==> src/rtl/shifter_arbiter_if.sv <==
// One requester's link to shifter_arbiter: operation request with grant, and a
// valid/ready response carrying the shifted result.
interface shifter_arbiter_if #(
    parameter int N = 16,
    parameter int C = 4
);
    logic         req;
    logic [N-1:0] in;
    logic [C-1:0] cnt;
    logic [1:0]   op;
    logic         gnt;
    logic         rsp_valid;
    logic [N-1:0] res;
    logic         rsp_ready;

    modport master (
        output req, in, cnt, op, rsp_ready,
        input  gnt, rsp_valid, res
    );

    modport slave (
        input  req, in, cnt, op, rsp_ready,
        output gnt, rsp_valid, res
    );
endinterface

==> src/rtl/shifter_arbiter.sv <==
// Round-robin sharing of an external combinational shift/rotate unit between two
// requesters; operands are staged onto sh_* and results held per requester.
module shifter_arbiter #(
    parameter int N = 16,
    parameter int C = 4
) (
    input  logic             clk,
    input  logic             rst,
    shifter_arbiter_if.slave ch0,
    shifter_arbiter_if.slave ch1,
    output logic [N-1:0]     sh_in,
    output logic [C-1:0]     sh_cnt,
    output logic [1:0]       sh_op,
    input  logic [N-1:0]     sh_out,
    output logic             idle
);
    typedef enum logic {RQ0 = 1'b0, RQ1 = 1'b1} rq_t;

    rq_t          stage_id;
    rq_t          last_gnt;
    logic         stage_valid;
    logic [1:0]   elig;
    logic [1:0]   gnt;
    logic [1:0]   rsp_valid;
    logic [N-1:0] res0;
    logic [N-1:0] res1;
    logic [N-1:0] win_in;
    logic [C-1:0] win_cnt;
    logic [1:0]   win_op;

    // A requester is blocked while its result is unread or its op is in the stage.
    always_comb begin
        elig[0] = ch0.req & ~rsp_valid[0] & ~(stage_valid & (stage_id == RQ0));
        elig[1] = ch1.req & ~rsp_valid[1] & ~(stage_valid & (stage_id == RQ1));
    end

    always_comb begin
        gnt = '0;
        if (!rst) begin
            if (elig[0] && (!elig[1] || (last_gnt == RQ1))) begin
                gnt[0] = 1'b1;
            end else if (elig[1]) begin
                gnt[1] = 1'b1;
            end
        end
    end

    always_comb begin
        win_in  = ch0.in;
        win_cnt = ch0.cnt;
        win_op  = ch0.op;
        if (gnt[1]) begin
            win_in  = ch1.in;
            win_cnt = ch1.cnt;
            win_op  = ch1.op;
        end
    end

    always_ff @(posedge clk or posedge rst) begin
        if (rst) begin
            stage_valid <= 1'b0;
            stage_id    <= RQ0;
            last_gnt    <= RQ1;
            sh_in       <= '0;
            sh_cnt      <= '0;
            sh_op       <= '0;
        end else begin
            stage_valid <= |gnt;
            if (|gnt) begin
                sh_in    <= win_in;
                sh_cnt   <= win_cnt;
                sh_op    <= win_op;
                stage_id <= gnt[1] ? RQ1 : RQ0;
                last_gnt <= gnt[1] ? RQ1 : RQ0;
            end
        end
    end

    always_ff @(posedge clk or posedge rst) begin
        if (rst) begin
            rsp_valid[0] <= 1'b0;
            res0         <= '0;
        end else if (stage_valid && (stage_id == RQ0)) begin
            rsp_valid[0] <= 1'b1;
            res0         <= sh_out;
        end else if (rsp_valid[0] && ch0.rsp_ready) begin
            rsp_valid[0] <= 1'b0;
        end
    end

    always_ff @(posedge clk or posedge rst) begin
        if (rst) begin
            rsp_valid[1] <= 1'b0;
            res1         <= '0;
        end else if (stage_valid && (stage_id == RQ1)) begin
            rsp_valid[1] <= 1'b1;
            res1         <= sh_out;
        end else if (rsp_valid[1] && ch1.rsp_ready) begin
            rsp_valid[1] <= 1'b0;
        end
    end

    assign ch0.gnt       = gnt[0];
    assign ch1.gnt       = gnt[1];
    assign ch0.rsp_valid = rsp_valid[0];
    assign ch1.rsp_valid = rsp_valid[1];
    assign ch0.res       = res0;
    assign ch1.res       = res1;
    assign idle          = ~stage_valid & ~rsp_valid[0] & ~rsp_valid[1];
endmodule

==> src/flat_wrapper.sv <==
// flat-port wrapper written by rule: the top's interface ports become plain ports
module shifter_arbiter_flat 
#(
    parameter int N = 16,
    parameter int C = 4
)
  (clk, rst, sh_in, sh_cnt, sh_op, sh_out, idle, ch0_req, ch0_in, ch0_cnt, ch0_op, ch0_rsp_ready, ch0_gnt, ch0_rsp_valid, ch0_res, ch1_req, ch1_in, ch1_cnt, ch1_op, ch1_rsp_ready, ch1_gnt, ch1_rsp_valid, ch1_res);
  shifter_arbiter_if #(.N(N), .C(C)) ch0_i ();
  shifter_arbiter_if #(.N(N), .C(C)) ch1_i ();
  input  logic clk;
  input  logic rst;
  output logic [N-1:0] sh_in;
  output logic [C-1:0] sh_cnt;
  output logic [1:0] sh_op;
  input  logic [N-1:0] sh_out;
  output logic idle;
  input wire logic [$bits(ch0_i.req)-1:0] ch0_req;
  input wire logic [$bits(ch0_i.in)-1:0] ch0_in;
  input wire logic [$bits(ch0_i.cnt)-1:0] ch0_cnt;
  input wire logic [$bits(ch0_i.op)-1:0] ch0_op;
  input wire logic [$bits(ch0_i.rsp_ready)-1:0] ch0_rsp_ready;
  output wire logic [$bits(ch0_i.gnt)-1:0] ch0_gnt;
  output wire logic [$bits(ch0_i.rsp_valid)-1:0] ch0_rsp_valid;
  output wire logic [$bits(ch0_i.res)-1:0] ch0_res;
  input wire logic [$bits(ch1_i.req)-1:0] ch1_req;
  input wire logic [$bits(ch1_i.in)-1:0] ch1_in;
  input wire logic [$bits(ch1_i.cnt)-1:0] ch1_cnt;
  input wire logic [$bits(ch1_i.op)-1:0] ch1_op;
  input wire logic [$bits(ch1_i.rsp_ready)-1:0] ch1_rsp_ready;
  output wire logic [$bits(ch1_i.gnt)-1:0] ch1_gnt;
  output wire logic [$bits(ch1_i.rsp_valid)-1:0] ch1_rsp_valid;
  output wire logic [$bits(ch1_i.res)-1:0] ch1_res;
  assign ch0_i.req = ch0_req;
  assign ch0_i.in = ch0_in;
  assign ch0_i.cnt = ch0_cnt;
  assign ch0_i.op = ch0_op;
  assign ch0_i.rsp_ready = ch0_rsp_ready;
  assign ch0_gnt = ch0_i.gnt;
  assign ch0_rsp_valid = ch0_i.rsp_valid;
  assign ch0_res = ch0_i.res;
  assign ch1_i.req = ch1_req;
  assign ch1_i.in = ch1_in;
  assign ch1_i.cnt = ch1_cnt;
  assign ch1_i.op = ch1_op;
  assign ch1_i.rsp_ready = ch1_rsp_ready;
  assign ch1_gnt = ch1_i.gnt;
  assign ch1_rsp_valid = ch1_i.rsp_valid;
  assign ch1_res = ch1_i.res;
  shifter_arbiter #(.N(N), .C(C)) u_core (.clk(clk), .rst(rst), .ch0(ch0_i), .ch1(ch1_i), .sh_in(sh_in), .sh_cnt(sh_cnt), .sh_op(sh_op), .sh_out(sh_out), .idle(idle));
endmodule
==> config.mk <==
export PLATFORM = sky130hd
export DESIGN_NAME = shifter_arbiter_flat
export DESIGN_NICKNAME = d
export VERILOG_FILES = /design/src/rtl/shifter_arbiter_if.sv /design/src/rtl/shifter_arbiter.sv /design/src/flat_wrapper.sv
export SDC_FILE = /design/constraint.sdc
export NUM_CORES = 1
export LEC_CHECK = 0
export ABC_AREA = 1
export CORE_UTILIZATION = 35
export CTS_CLUSTER_SIZE = 12
export DETAILED_ROUTE_END_ITERATION = 16
export GPL_ROUTABILITY_DRIVEN = 0
export PLACE_DENSITY = 0.71
export SYNTH_ARGS = -nofsm -noshare
export SYNTH_HDL_FRONTEND = slang
export SYNTH_SLANG_ARGS = --single-unit
export TNS_END_PERCENT = 100
==> constraint.sdc <==
create_clock -name clk -period 7.2 [get_ports clk]
set_input_delay 1.08 -clock clk [delete_from_list [all_inputs] [get_ports clk]]
set_output_delay 1.08 -clock clk [all_outputs]
set_load 0.01 [all_outputs]
==> metrics <==
Critical Path Start ch1_req; startpoint of the worst hold path u_core.sh_in[12]$_DFFE_PP0P_; Layout area overhead 55.2%; Int Pwr 1.09 mW; Initial DRT Pass Iterations 4; Buf/Inv on CP 3; post-synth top area share 54.0%; most common cell in the netlist nand2_1; max cap viols 0; cell count of the worst reg-to-reg path 6; Syn Nets between 300 and 400; Least-Margin Pin Slew ~0.86 ns; Reg power frac 35.1%; CTS clk-pin slew, worst paths ~0.060 ns; GRT Overall Usage a little under a fifth; count of flip-flops with a built-in enable after synthesis 0; Distinct cells, synth 19; clk_skew 0.00833 ns; type of the worst min-delay path reg -> reg; placed instance count between 500 and 600; die area 0.00803 mm^2; Fin Setup TNS 0 ns; main combinational cell family by area after synthesis simple AND/OR/NAND/NOR gates; design area approximately 0.0042 mm^2; worst setup margin around 3.1 ns; DR vias around 2500; final hold vios 0; Slew Viols, Final 0; Worst EP arrival 2.98 ns; sequential share of the synthesized area 55.0%; slowest CP cell clkdlybuf4s50_1; first-pass GRT wire length roughly 11000 um; WL final 7140 um; mux share of post-synthesis cell area 0%; vias per cell around 4.6; wire per inst 13.3 um; Crit path depth 6; r2r setup slk approximately 4.6 ns; dominant synthesized flop cell dfrtp_1; hold_ws 0.480 ns; drc violations 0; ranking of synthesized cells by area dfrtp_1, nand2_1, nand3_1; worst r2r src u_core.stage_valid$_DFF_PP0_; Setup Buffers After CTS 0; Placement Setup Slack 3.12 ns; total grt overflow 0; fin crit share 56.3%; Core Area 0.00733 mm^2; Clock Power Share 17.9%; largest net degree at the start of global routing 50; vias in the first global route 2435; # fillers 681; layout cells sized above 1 between 6 and 7%; clock insertion delay at the later pin of the skew report 0.33 ns; placed cell areas 0.00397 mm^2; area leader, netlist dfrtp_1; num rows 31; CTS Buf Count 9; area of the mapped netlist about 0.0027 mm^2; post-synthesis compound-gate area fraction 6.89%; IO Port Bufs between 100 and 150; TritonCTS clock tree built; Max Freq approximately 250 MHz; Syn. warnings 0; combinational share of power around 47%; Iteration-0 DRC Markers between 90 and 100; Slew headroom 42.4%; slowest cell delay on critical path 0.56 ns; ANT nets after route 0; fin crit period approximately 4.1 ns; area of the multi-input gates ~930 um^2; simple-gate share of the synthesized area roughly 28%; CP Capture Point ch1_gnt; kind of cell adding the most delay to the critical path buffers and inverters; post-route insts no fill 539; CTS max path bufs 2; hold_buf cts 0; Lkg Pwr 1.95 nW; Synth Area in XOR/XNOR 0%; Max VDD drop 0.222 mV; net switching share of the total power between 30% and 40%; ys async rst share 100%; final setup fails 0; htree depth 3; Max FO, Critical Path 25; Pwr Density 410 mW/mm^2; Synth Area in Adders 0%; Psw 620 uW; Die W 89.6 um; status finished clean; Nets ~500; RSZ-0062 raised after global routing false; crit-path most repeated cell clkdlybuf4s50_1; element type at the critical path end output port; PostCTS Resize Cnt 0; Startpoint Class input pin; Synth Register Bits 59; Mapped Cells between 300 and 400; initial antenna violation count 0; CTS sink cnt a little under 60; clock root buffer clkbuf_8; hpwl dp 4930 um; Die Y 89.6 um; CP Class in -> out; I/O pin count 125; Antenna Cells 0; Post-synth top cells nand2_1, dfrtp_1, inv_1; starting density of the core 36.6%; RR Endpoint u_core.sh_cnt[1]$_DFFE_PP0P_; worst path cell trace clkdlybuf4s50_1 -> inv_1 -> nor2_1 -> nand3_2 -> a21oi_1 -> clkdlybuf4s50_1; worst path required time between 6 and 7 ns; register area approximately 0.0015 mm^2; Syn Area/Cell 8.47 um^2
per-stage QoR:
| step | utilization, % | power, mW |
|---|---|---|
| after floorplan | - | 0.981 |
| after global placement | 54.1 | 1.39 |
| after detailed placement | 54.1 | 1.41 |
| after CTS | 56.9 | 1.73 |
| after global routing | 56.9 | 1.85 |
| final | 56.9 | 1.71 |
final cells by class:
| class | count | area share (%) |
|---|---|---|
| sequential | 59 | 35.4 |
| clock buffer | 12 | 3.72 |
| timing repair buffer | 125 | 29.9 |
| tap | 99 | 2.97 |
| clock inverter | 4 | 1.20 |
| multi-input combinational | 190 | 22.2 |
| inverter | 50 | 4.50 |
cells by family after synthesis:
group,after synthesis
flip-flops,59
buffers and inverters,68
AO/OA/AOI/OAI,37
AND/OR/NAND/NOR,153
worst min-delay path, delay by kind of cell (launching register included):
kind | cells | cell delay, ns
simple gates | 2 | 0.10
flops | 1 | 0.34
worst min-delay path by stage:
stage | end | slack, ns | cells after the start
floorplan | u_core.sh_cnt[0]$_DFFE_PP0P_ | 0.51 | 2
global placement | u_core.sh_in[12]$_DFFE_PP0P_ | 0.46 | 2
detailed placement | u_core.sh_in[1]$_DFFE_PP0P_ | 0.46 | 2
CTS | u_core.sh_in[1]$_DFFE_PP0P_ | 0.48 | 2
global route | u_core.sh_in[1]$_DFFE_PP0P_ | 0.50 | 2
finish | u_core.sh_in[12]$_DFFE_PP0P_ | 0.48 | 2
cell usage in the layout (no fill, tap or decap):
cell             synthesis  final
a21oi_1                  1      1
buf_4                    3      1
bufinv_16                0      1
clkbuf_1                 8      1
clkbuf_8                 0     11
clkdlybuf4s50_1          0    124
clkinv_2                 0      1
clkinvlp_4               0      2
dfrtp_1                 58     58
dfstp_2                  1      1
inv_1                   47     46
inv_2                    3      4
nand2_1                 78     78
nand2_2                  2      2
nand3_1                 45     45
nand3_2                  2      2
nand3b_1                22     22
nor2_1                   1      1
nor2_2                   1      1
nor2_4                   1      1
nor3_1                   1      1
o21ai_0                 36     36
flip-flops by register name, indices dropped and copies added, names as in the netlist:
signal                cells
u_core.ch0.res           16
u_core.ch1.res           16
u_core.last_gnt           1
u_core.stage_valid        1
u_core.sh_in             16
u_core.sh_cnt             4
u_core.ch0.rsp_valid      1
u_core.sh_op              2
u_core.stage_id           1
u_core.ch1.rsp_valid      1
metal layers:
| metal | GRT usage (%) | vias to the layer above | part of all wire [%] |
|---|---|---|---|
| li1 | - | 1232 | - |
| met1 | 21.8 | 1155 | 44 |
| met2 | 30.4 | 91 | 45 |
| met3 | 8.78 | 5 | 10 |
| met4 | 6.64 | 0 | 0.80 |
| met5 | 0 | - | 0 |
power groups by stage:
stage	sequential, mW	combinational, mW	clock [mW]
floorplan	0.667	0.313	0
global route	0.621	0.896	0.331
CTS	0.603	0.816	0.315
finish	0.600	0.805	0.307
detailed placement	0.604	0.811	0
global placement	0.597	0.797	0
Power figures use the tool's default switching activity.
